`src/rtl/clk_meas_pkg.sv`:
```
// -----------------------------------------------------------------------------
// clk_meas_pkg
//   Shared definitions for the clock period meter:
//     - meas_state_e : 2-bit measurement FSM encoding
//     - DEF_CNT_W, DEF_SYNC_STAGES : default widths/depths used by the
//       interface and the top-level parameters
// -----------------------------------------------------------------------------
package clk_meas_pkg;

   // Measurement FSM states.
   typedef enum logic [1:0] {
      ST_IDLE    = 2'd0,
      ST_ARM     = 2'd1,
      ST_MEASURE = 2'd2,
      ST_DONE    = 2'd3
   } meas_state_e;

   // Default counter/result width in clk cycles.
   localparam int DEF_CNT_W       = 16;

   // Default synchronizer depth on the asynchronous measured signal.
   localparam int DEF_SYNC_STAGES = 2;

endpackage : clk_meas_pkg

```
`src/rtl/clk_period_meter_if.sv`:
```
// -----------------------------------------------------------------------------
// clk_period_meter_if
//   Control/result bundle of the clock period meter.
//   Signals:
//     start        : 1-cycle pulse requesting one measurement
//     result_ready : consumer accepts the held result when valid && ready
//     busy         : meter is not idle
//     result_valid : result held and stable
//     period       : clk cycles between two consecutive rising edges
//     high_time    : clk cycles from the first rising edge to the next fall
//     timeout      : measurement aborted on counter saturation
//   Modports:
//     master : the requester/consumer (drives start, result_ready)
//     slave  : the meter itself (drives status and results)
//   CNT_W must match the CNT_W of the meter connected to the slave side.
// -----------------------------------------------------------------------------
interface clk_period_meter_if #(
   parameter int CNT_W = clk_meas_pkg::DEF_CNT_W
);

   logic             start;
   logic             result_ready;
   logic             busy;
   logic             result_valid;
   logic [CNT_W-1:0] period;
   logic [CNT_W-1:0] high_time;
   logic             timeout;

   modport master (
      output start,
      output result_ready,
      input  busy,
      input  result_valid,
      input  period,
      input  high_time,
      input  timeout
   );

   modport slave (
      input  start,
      input  result_ready,
      output busy,
      output result_valid,
      output period,
      output high_time,
      output timeout
   );

endinterface : clk_period_meter_if

```
`src/rtl/sig_sync_edge.sv`:
```
// -----------------------------------------------------------------------------
// sig_sync_edge
//   Brings an asynchronous level into the clk domain through a flop chain and
//   derives single-cycle edge strobes from the synchronized level.
//   Parameters:
//     SYNC_STAGES : number of synchronizer flops (must be >= 2)
//   Ports:
//     clk    in  system clock
//     rst    in  asynchronous active-high reset (chain and delay flop -> 0)
//     sig_in in  asynchronous input level
//     rise   out 1 for one cycle when the synchronized level goes 0->1
//     fall   out 1 for one cycle when the synchronized level goes 1->0
//   rise and fall are decoded from flops only, so they never coincide and
//   carry no combinational path from sig_in.
// -----------------------------------------------------------------------------
module sig_sync_edge #(
   parameter int SYNC_STAGES = clk_meas_pkg::DEF_SYNC_STAGES
) (
   input  logic clk,
   input  logic rst,
   input  logic sig_in,
   output logic rise,
   output logic fall
);

   logic [SYNC_STAGES-1:0] sync_q;
   logic [SYNC_STAGES-1:0] sync_d;
   logic                   lvl_dly_q;
   logic                   lvl_dly_d;
   logic                   lvl;

   // Oldest stage is the synchronized level; new samples shift in at bit 0.
   assign lvl = sync_q[SYNC_STAGES-1];

   always_comb begin
      sync_d    = {sync_q[SYNC_STAGES-2:0], sig_in};
      lvl_dly_d = lvl;
   end

   always_ff @(posedge clk or posedge rst) begin
      if (rst) begin
         sync_q    <= '0;
         lvl_dly_q <= 1'b0;
      end else begin
         sync_q    <= sync_d;
         lvl_dly_q <= lvl_dly_d;
      end
   end

   assign rise = lvl & ~lvl_dly_q;
   assign fall = ~lvl & lvl_dly_q;

endmodule : sig_sync_edge

```
`src/rtl/clk_period_meter.sv`:
```
// -----------------------------------------------------------------------------
// clk_period_meter
//   Single-shot measurement of a slow square wave (sig_in) against clk.
//   After a start pulse it waits for a rising edge, then counts clk cycles to
//   the following falling edge (high_time) and the following rising edge
//   (period). The result is held under a valid/ready handshake.
//   If the counter saturates before the measurement completes, the meter
//   finishes with timeout=1 and saturated results.
//   Parameters:
//     CNT_W       : counter and result width (saturation value 2**CNT_W-1)
//     SYNC_STAGES : synchronizer depth on sig_in (>= 2)
//   Ports:
//     clk    in  system clock, all logic on its rising edge
//     rst    in  asynchronous active-high reset
//     sig_in in  measured signal, asynchronous to clk
//     bus    slave side of clk_period_meter_if (start/ready in,
//            busy/result_valid/period/high_time/timeout out)
//   All outputs come from flops or from decoding the state register.
// -----------------------------------------------------------------------------
module clk_period_meter
   import clk_meas_pkg::*;
#(
   parameter int CNT_W       = DEF_CNT_W,
   parameter int SYNC_STAGES = DEF_SYNC_STAGES
) (
   input  logic                 clk,
   input  logic                 rst,
   input  logic                 sig_in,
   clk_period_meter_if.slave    bus
);

   localparam logic [CNT_W-1:0] CNT_MAX = '1;
   localparam logic [CNT_W-1:0] CNT_ONE = CNT_W'(1);

   // Edge strobes of the synchronized measured signal.
   logic sig_rise;
   logic sig_fall;

   sig_sync_edge #(
      .SYNC_STAGES (SYNC_STAGES)
   ) u_sync (
      .clk    (clk),
      .rst    (rst),
      .sig_in (sig_in),
      .rise   (sig_rise),
      .fall   (sig_fall)
   );

   meas_state_e      state_q,     state_d;
   logic [CNT_W-1:0] cnt_q,       cnt_d;
   logic             hi_cap_q,    hi_cap_d;
   logic [CNT_W-1:0] hi_cnt_q,    hi_cnt_d;
   logic [CNT_W-1:0] period_q,    period_d;
   logic [CNT_W-1:0] high_time_q, high_time_d;
   logic             timeout_q,   timeout_d;

   logic [CNT_W-1:0] cnt_inc;
   logic             cnt_at_max;

   // Saturating increment; cnt never wraps.
   assign cnt_inc    = (cnt_q == CNT_MAX) ? CNT_MAX : (cnt_q + CNT_ONE);
   // Timeout is taken on the cycle whose increment reaches MAX, so that
   // with sig_in idle the meter is DONE exactly MAX cycles after entering ARM.
   assign cnt_at_max = (cnt_inc == CNT_MAX);

   // ------------------------------------------------------------------
   // Next-state and datapath
   // ------------------------------------------------------------------
   always_comb begin
      state_d     = state_q;
      cnt_d       = cnt_q;
      hi_cap_d    = hi_cap_q;
      hi_cnt_d    = hi_cnt_q;
      period_d    = period_q;
      high_time_d = high_time_q;
      timeout_d   = timeout_q;

      unique case (state_q)
         ST_IDLE: begin
            if (bus.start) begin
               state_d  = ST_ARM;
               cnt_d    = '0;
               hi_cap_d = 1'b0;
               hi_cnt_d = '0;
            end
         end

         ST_ARM: begin
            if (sig_rise) begin
               // The rising edge is cycle zero of the period; the cycle
               // after it counts as 1.
               state_d = ST_MEASURE;
               cnt_d   = CNT_ONE;
            end else begin
               cnt_d = cnt_inc;
               if (cnt_at_max) begin
                  state_d     = ST_DONE;
                  timeout_d   = 1'b1;
                  period_d    = CNT_MAX;
                  high_time_d = CNT_MAX;
               end
            end
         end

         ST_MEASURE: begin
            if (sig_rise) begin
               state_d     = ST_DONE;
               period_d    = cnt_q;
               high_time_d = hi_cnt_q;
               timeout_d   = 1'b0;
            end else begin
               cnt_d = cnt_inc;
               // Only the first fall after the starting rise is the high time.
               if (sig_fall && !hi_cap_q) begin
                  hi_cnt_d = cnt_q;
                  hi_cap_d = 1'b1;
               end
               if (cnt_at_max) begin
                  state_d     = ST_DONE;
                  timeout_d   = 1'b1;
                  period_d    = CNT_MAX;
                  // A fall caught in this very cycle still counts.
                  high_time_d = hi_cap_d ? hi_cnt_d : CNT_MAX;
               end
            end
         end

         ST_DONE: begin
            // start is not looked at here, so a start coinciding with the
            // acknowledge is dropped.
            if (bus.result_ready) begin
               state_d = ST_IDLE;
            end
         end

         default: begin
            state_d = ST_IDLE;
         end
      endcase
   end

   // ------------------------------------------------------------------
   // State and result registers
   // ------------------------------------------------------------------
   always_ff @(posedge clk or posedge rst) begin
      if (rst) begin
         state_q     <= ST_IDLE;
         cnt_q       <= '0;
         hi_cap_q    <= 1'b0;
         hi_cnt_q    <= '0;
         period_q    <= '0;
         high_time_q <= '0;
         timeout_q   <= 1'b0;
      end else begin
         state_q     <= state_d;
         cnt_q       <= cnt_d;
         hi_cap_q    <= hi_cap_d;
         hi_cnt_q    <= hi_cnt_d;
         period_q    <= period_d;
         high_time_q <= high_time_d;
         timeout_q   <= timeout_d;
      end
   end

   // ------------------------------------------------------------------
   // Outputs
   // ------------------------------------------------------------------
   assign bus.busy         = (state_q != ST_IDLE);
   assign bus.result_valid = (state_q == ST_DONE);
   assign bus.period       = period_q;
   assign bus.high_time    = high_time_q;
   assign bus.timeout      = timeout_q;

endmodule : clk_period_meter

```
`src/flat_wrapper.sv`:
```
// flat-port wrapper written by rule: the top's interface ports become plain ports
module clk_period_meter_flat import clk_meas_pkg::*;
#(
   parameter int CNT_W       = DEF_CNT_W,
   parameter int SYNC_STAGES = DEF_SYNC_STAGES
)
  (clk, rst, sig_in, bus_start, bus_result_ready, bus_busy, bus_result_valid, bus_period, bus_high_time, bus_timeout);
  clk_period_meter_if #(.CNT_W(CNT_W)) bus_i ();
  input  logic clk;
  input  logic rst;
  input  logic sig_in;
  input wire logic [$bits(bus_i.start)-1:0] bus_start;
  input wire logic [$bits(bus_i.result_ready)-1:0] bus_result_ready;
  output wire logic [$bits(bus_i.busy)-1:0] bus_busy;
  output wire logic [$bits(bus_i.result_valid)-1:0] bus_result_valid;
  output wire logic [$bits(bus_i.period)-1:0] bus_period;
  output wire logic [$bits(bus_i.high_time)-1:0] bus_high_time;
  output wire logic [$bits(bus_i.timeout)-1:0] bus_timeout;
  assign bus_i.start = bus_start;
  assign bus_i.result_ready = bus_result_ready;
  assign bus_busy = bus_i.busy;
  assign bus_result_valid = bus_i.result_valid;
  assign bus_period = bus_i.period;
  assign bus_high_time = bus_i.high_time;
  assign bus_timeout = bus_i.timeout;
  clk_period_meter #(.CNT_W(CNT_W), .SYNC_STAGES(SYNC_STAGES)) u_core (.clk(clk), .rst(rst), .sig_in(sig_in), .bus(bus_i));
endmodule
```
`config.mk`:
```
export PLATFORM = sky130hd
export DESIGN_NAME = clk_period_meter_flat
export DESIGN_NICKNAME = d
export VERILOG_FILES = /design/src/rtl/clk_meas_pkg.sv /design/src/rtl/clk_period_meter_if.sv /design/src/rtl/sig_sync_edge.sv /design/src/rtl/clk_period_meter.sv /design/src/flat_wrapper.sv
export SDC_FILE = /design/constraint.sdc
export NUM_CORES = 1
export LEC_CHECK = 0
export ABC_AREA = 1
export BUFFER_PORTS_ARGS = -buffer_cell sky130_fd_sc_hd__buf_2
export CAP_MARGIN = 10
export CORE_ASPECT_RATIO = 1.75
export CORE_UTILIZATION = 50
export DETAILED_ROUTE_END_ITERATION = 8
export PLACE_DENSITY = 0.79
export RECOVER_POWER = 100
export SLEW_MARGIN = 25
export SYNTH_ARGS = -nofsm -noshare
export SYNTH_HDL_FRONTEND = slang
export SYNTH_SLANG_ARGS = --single-unit
```
`constraint.sdc`:
```
create_clock -name clk -period 6.5 [get_ports clk]
set_clock_uncertainty 0.2 [all_clocks]
set_input_delay 0.325 -clock clk [delete_from_list [all_inputs] [get_ports clk]]
set_output_delay 0.325 -clock clk [all_outputs]
set_load 0.005 [all_outputs]
```
==> metrics.txt <==
result of the run finished, violations left; violations in the final reports capacitance limit, slew limit; net count reported at finish 548; Power Dens Cells 370 nW/µm²; DR vias 3430; register area share after synthesis 45.0%; Clock Tree Root sky130_fd_sc_hd__clkbuf_16; pin count of the biggest net entering global routing 72; Critical Path Start Type flip-flop; share of post-route cells with drive strength above 1 10.7%; unrepaired setup endpoints after global routing false; CTS Buffer Depth 2; via count of the first global-routing pass 3409; Tmin final 4.42 ns; count of instances resized after the clock tree is built 0; layout overhead on the synthesized area 11.6%; type of the worst setup path reg2reg; Pre-antenna DRT Iters 5; number of instances in the synthesized netlist 500; number of levels in the clock H-tree 3; Avg Vias per Cell 5.44; data required time of the critical path 6.48 ns; cells along the critical path ha_1, nand2_1, nor2_1, nand2_4, nor2_1, inv_6, nand3_1, nand2_1, nor2_1, nand3_1, a21oi_4, o21ai_0; Yosys warning total 0; layout filler cell count 708; routability cong. 0.942; Placed Cells incl. Taps 613; Routed wire per std cell 14.9 µm; final setup violation count 0; period utilization 68.0%; final std cell area, no fill 4410 µm²; Routed Wire Length 9.40 mm; post-DP HPWL 6.48 mm; actual transition at the worst max-transition pin 3.80 ns; fraction of post-synthesis cell area in the top cell type by area 45.0%; largest area contributor in the netlist sky130_fd_sc_hd__dfrtp_1; CP max stage delay 0.83 ns; Max rail drop VDD 0.186 mV; largest fanout on the critical path 32; maximum clock frequency 226 MHz; First DRT Iteration DRCs 310; cell area after synthesis 3950 µm²; TritonCTS clock tree yes; Critical Path Slowest Stage Cell sky130_fd_sc_hd__a21oi_4; total nets after synthesis 511; Fin Setup TNS 0 ns; total cell area at the placement stage 4190 µm²; final cell count without fillers 630; total of buffers placed on input and output ports 39; final core occ 57.9%; leakage power 0.00211 µW; family with the most delay on the worst path simple AND/OR/NAND/NOR gates; number of rows created at floorplan 42; core box area 7620 µm²; Buf/Inv on CP 1; wire length of the first global-routing pass 16.1 mm; clock latency reported for the late side of the worst-skew pair 0.34 ns; final hold violation count 0; type of the tightest min-delay check in2reg; initial antenna violation count 0; num ports 40; max-capacitance violation count 2; area of the die 8270 µm²; DIE WIDTH 69.2 µm; Arr. time, crit path 4.40 ns; Max Transition Viols Final 91; total global routing overflow 0; total number of clock tree sinks 71; largest cells by area after synthesis sky130_fd_sc_hd__dfrtp_1 45%, sky130_fd_sc_hd__nand2_1 8.9%, sky130_fd_sc_hd__inv_1 8.4%, sky130_fd_sc_hd__o21ai_0 5.1%, sky130_fd_sc_hd__o22ai_1 5.1%; clock transition at the registers of the reported paths 0.06 ns; flops & latches, synth 71; initial cell density of the core 51.8%; CP most frequent cell sky130_fd_sc_hd__nor2_1; Critical Path Sink Type flip-flop; Antenna diodes 0; drc violations 0; number of clock buffers inserted by TritonCTS 9; syn_area_per_cell 7.90 µm²; number of nets still failing antenna checks after routing 0; Total GRT Usage 24.6%; worst slew slack as a fraction of its limit -153%; die height 120 µm; post-synthesis cell type count 32
## routing by layer
metal / global-route usage, % / vias to the layer above / routed length, µm
met4: 12.6 / 0 / 249
met5: 0 / - / 0
met1: 28.6 / 1605 / 3870
li1: - / 1718 / -
met3: 4.62 / 22 / 325
met2: 42.5 / 85 / 4950
## timing repair
| action | CTS | global route |
|---|---|---|
| hold buffers | 1 | 0 |
| hold endpoints to repair | 1 | 0 |
| endpoints found under the setup margin | 0 | 0 |
| setup buffers | 0 | 0 |
## path summary, 6_finish.rpt
kind	start	endpoint	slack [ns]	depth (start not counted)
min	bus_result_ready	u_core.state_q[1]	0.10	4
max reg2reg	u_core.cnt_q[1]	u_core.bus.high_time[12]	2.08	12
min reg2reg	u_core.u_sync.sync_q[0]	u_core.u_sync.sync_q[1]	0.18	0
max	u_core.cnt_q[1]	u_core.bus.high_time[12]	2.08	12
max in group asynchronous	rst	u_core.bus.high_time[0]	2.70	3
min in group asynchronous	rst	u_core.cnt_q[11]	1.26	3
## cells in the mapped netlist, drive strengths merged
library cell  number
o21ai             55
nor3               3
a211oi             1
inv               89
a22oi             16
a21oi             21
nand3             37
nand2             97
dfrtp             71
or2                1
a21boi             1
xor2               3
o22ai             32
clkinv             3
o32ai              2
buf                7
clkbuf            12
nand4              5
nor2              38
ha                 6
## cell type report
| class | instances | area (µm²) | area share, % |
|---|---|---|---|
| sequential | 71 | 1780 | 40.3 |
| multi-input combinational | 318 | 1620 | 36.8 |
| inverter | 92 | 350 | 7.95 |
| clock buffer | 13 | 260 | 5.90 |
| timing repair buffer | 45 | 225 | 5.11 |
| tap | 88 | 110 | 2.50 |
| clock inverter | 3 | 65.1 | 1.48 |
## logic make-up after synthesis
logic type	after synthesis	share of synthesized area [%]
buffers and inverters	111	11.7
adder cells (fa/ha/maj)	6	1.90
AND/OR/NAND/NOR	181	20.5
flip-flops	71	45.0
AO/OA/AOI/OAI	128	20.3
XOR/XNOR	3	0.665
## metrics by stage
step	setup WS [ns]	power, µW	hold WS [ns]
6_report	2.08	1630	0.101
5_1_grt	1.70	1740	0.117
4_1_cts	2.95	1690	0.0948
3_5_place_dp	3.01	1150	0.159
3_3_place_gp	3.15	1130	0.142
2_1_floorplan	4.18	973	0.131
## flip-flops by register name, indices dropped and copies added (netlist names)
signal                   cells
u_core.bus.period           16
u_core.hi_cnt_q             16
u_core.cnt_q                16
u_core.u_sync.lvl_dly_q      1
u_core.state_q               2
u_core.u_sync.sync_q         2
u_core.hi_cap_q              1
u_core.bus.timeout           1
u_core.bus.high_time        16
## worst min-delay path, cell delays in order
cell	delay, ns
sky130_fd_sc_hd__buf_2	0.07
sky130_fd_sc_hd__o22ai_1	0.09
sky130_fd_sc_hd__nand2_1	0.07
sky130_fd_sc_hd__nand2_1	0.05
## power breakdown
| group | switching (µW) | internal (µW) |
|---|---|---|
| combinational | 320 | 177 |
| clock | 181 | 356 |
| sequential | 52.3 | 543 |
## layout by cell type, fill, tap and decap left out, drive strengths merged, types with 2 or more instances in the layout
master / Yosys / final
buf: 7 / 36
clkbuf: 12 / 21
nand2: 97 / 97
clkinv: 3 / 4
nand3: 37 / 37
xor2: 3 / 3
a21oi: 21 / 21
a22oi: 16 / 16
o22ai: 32 / 32
dfrtp: 71 / 71
nand4: 5 / 5
nor2: 38 / 38
ha: 6 / 6
o21ai: 55 / 55
o32ai: 2 / 2
bufinv: 0 / 2
inv: 89 / 89
nor3: 3 / 3
(Power assumes the default switching activity.)
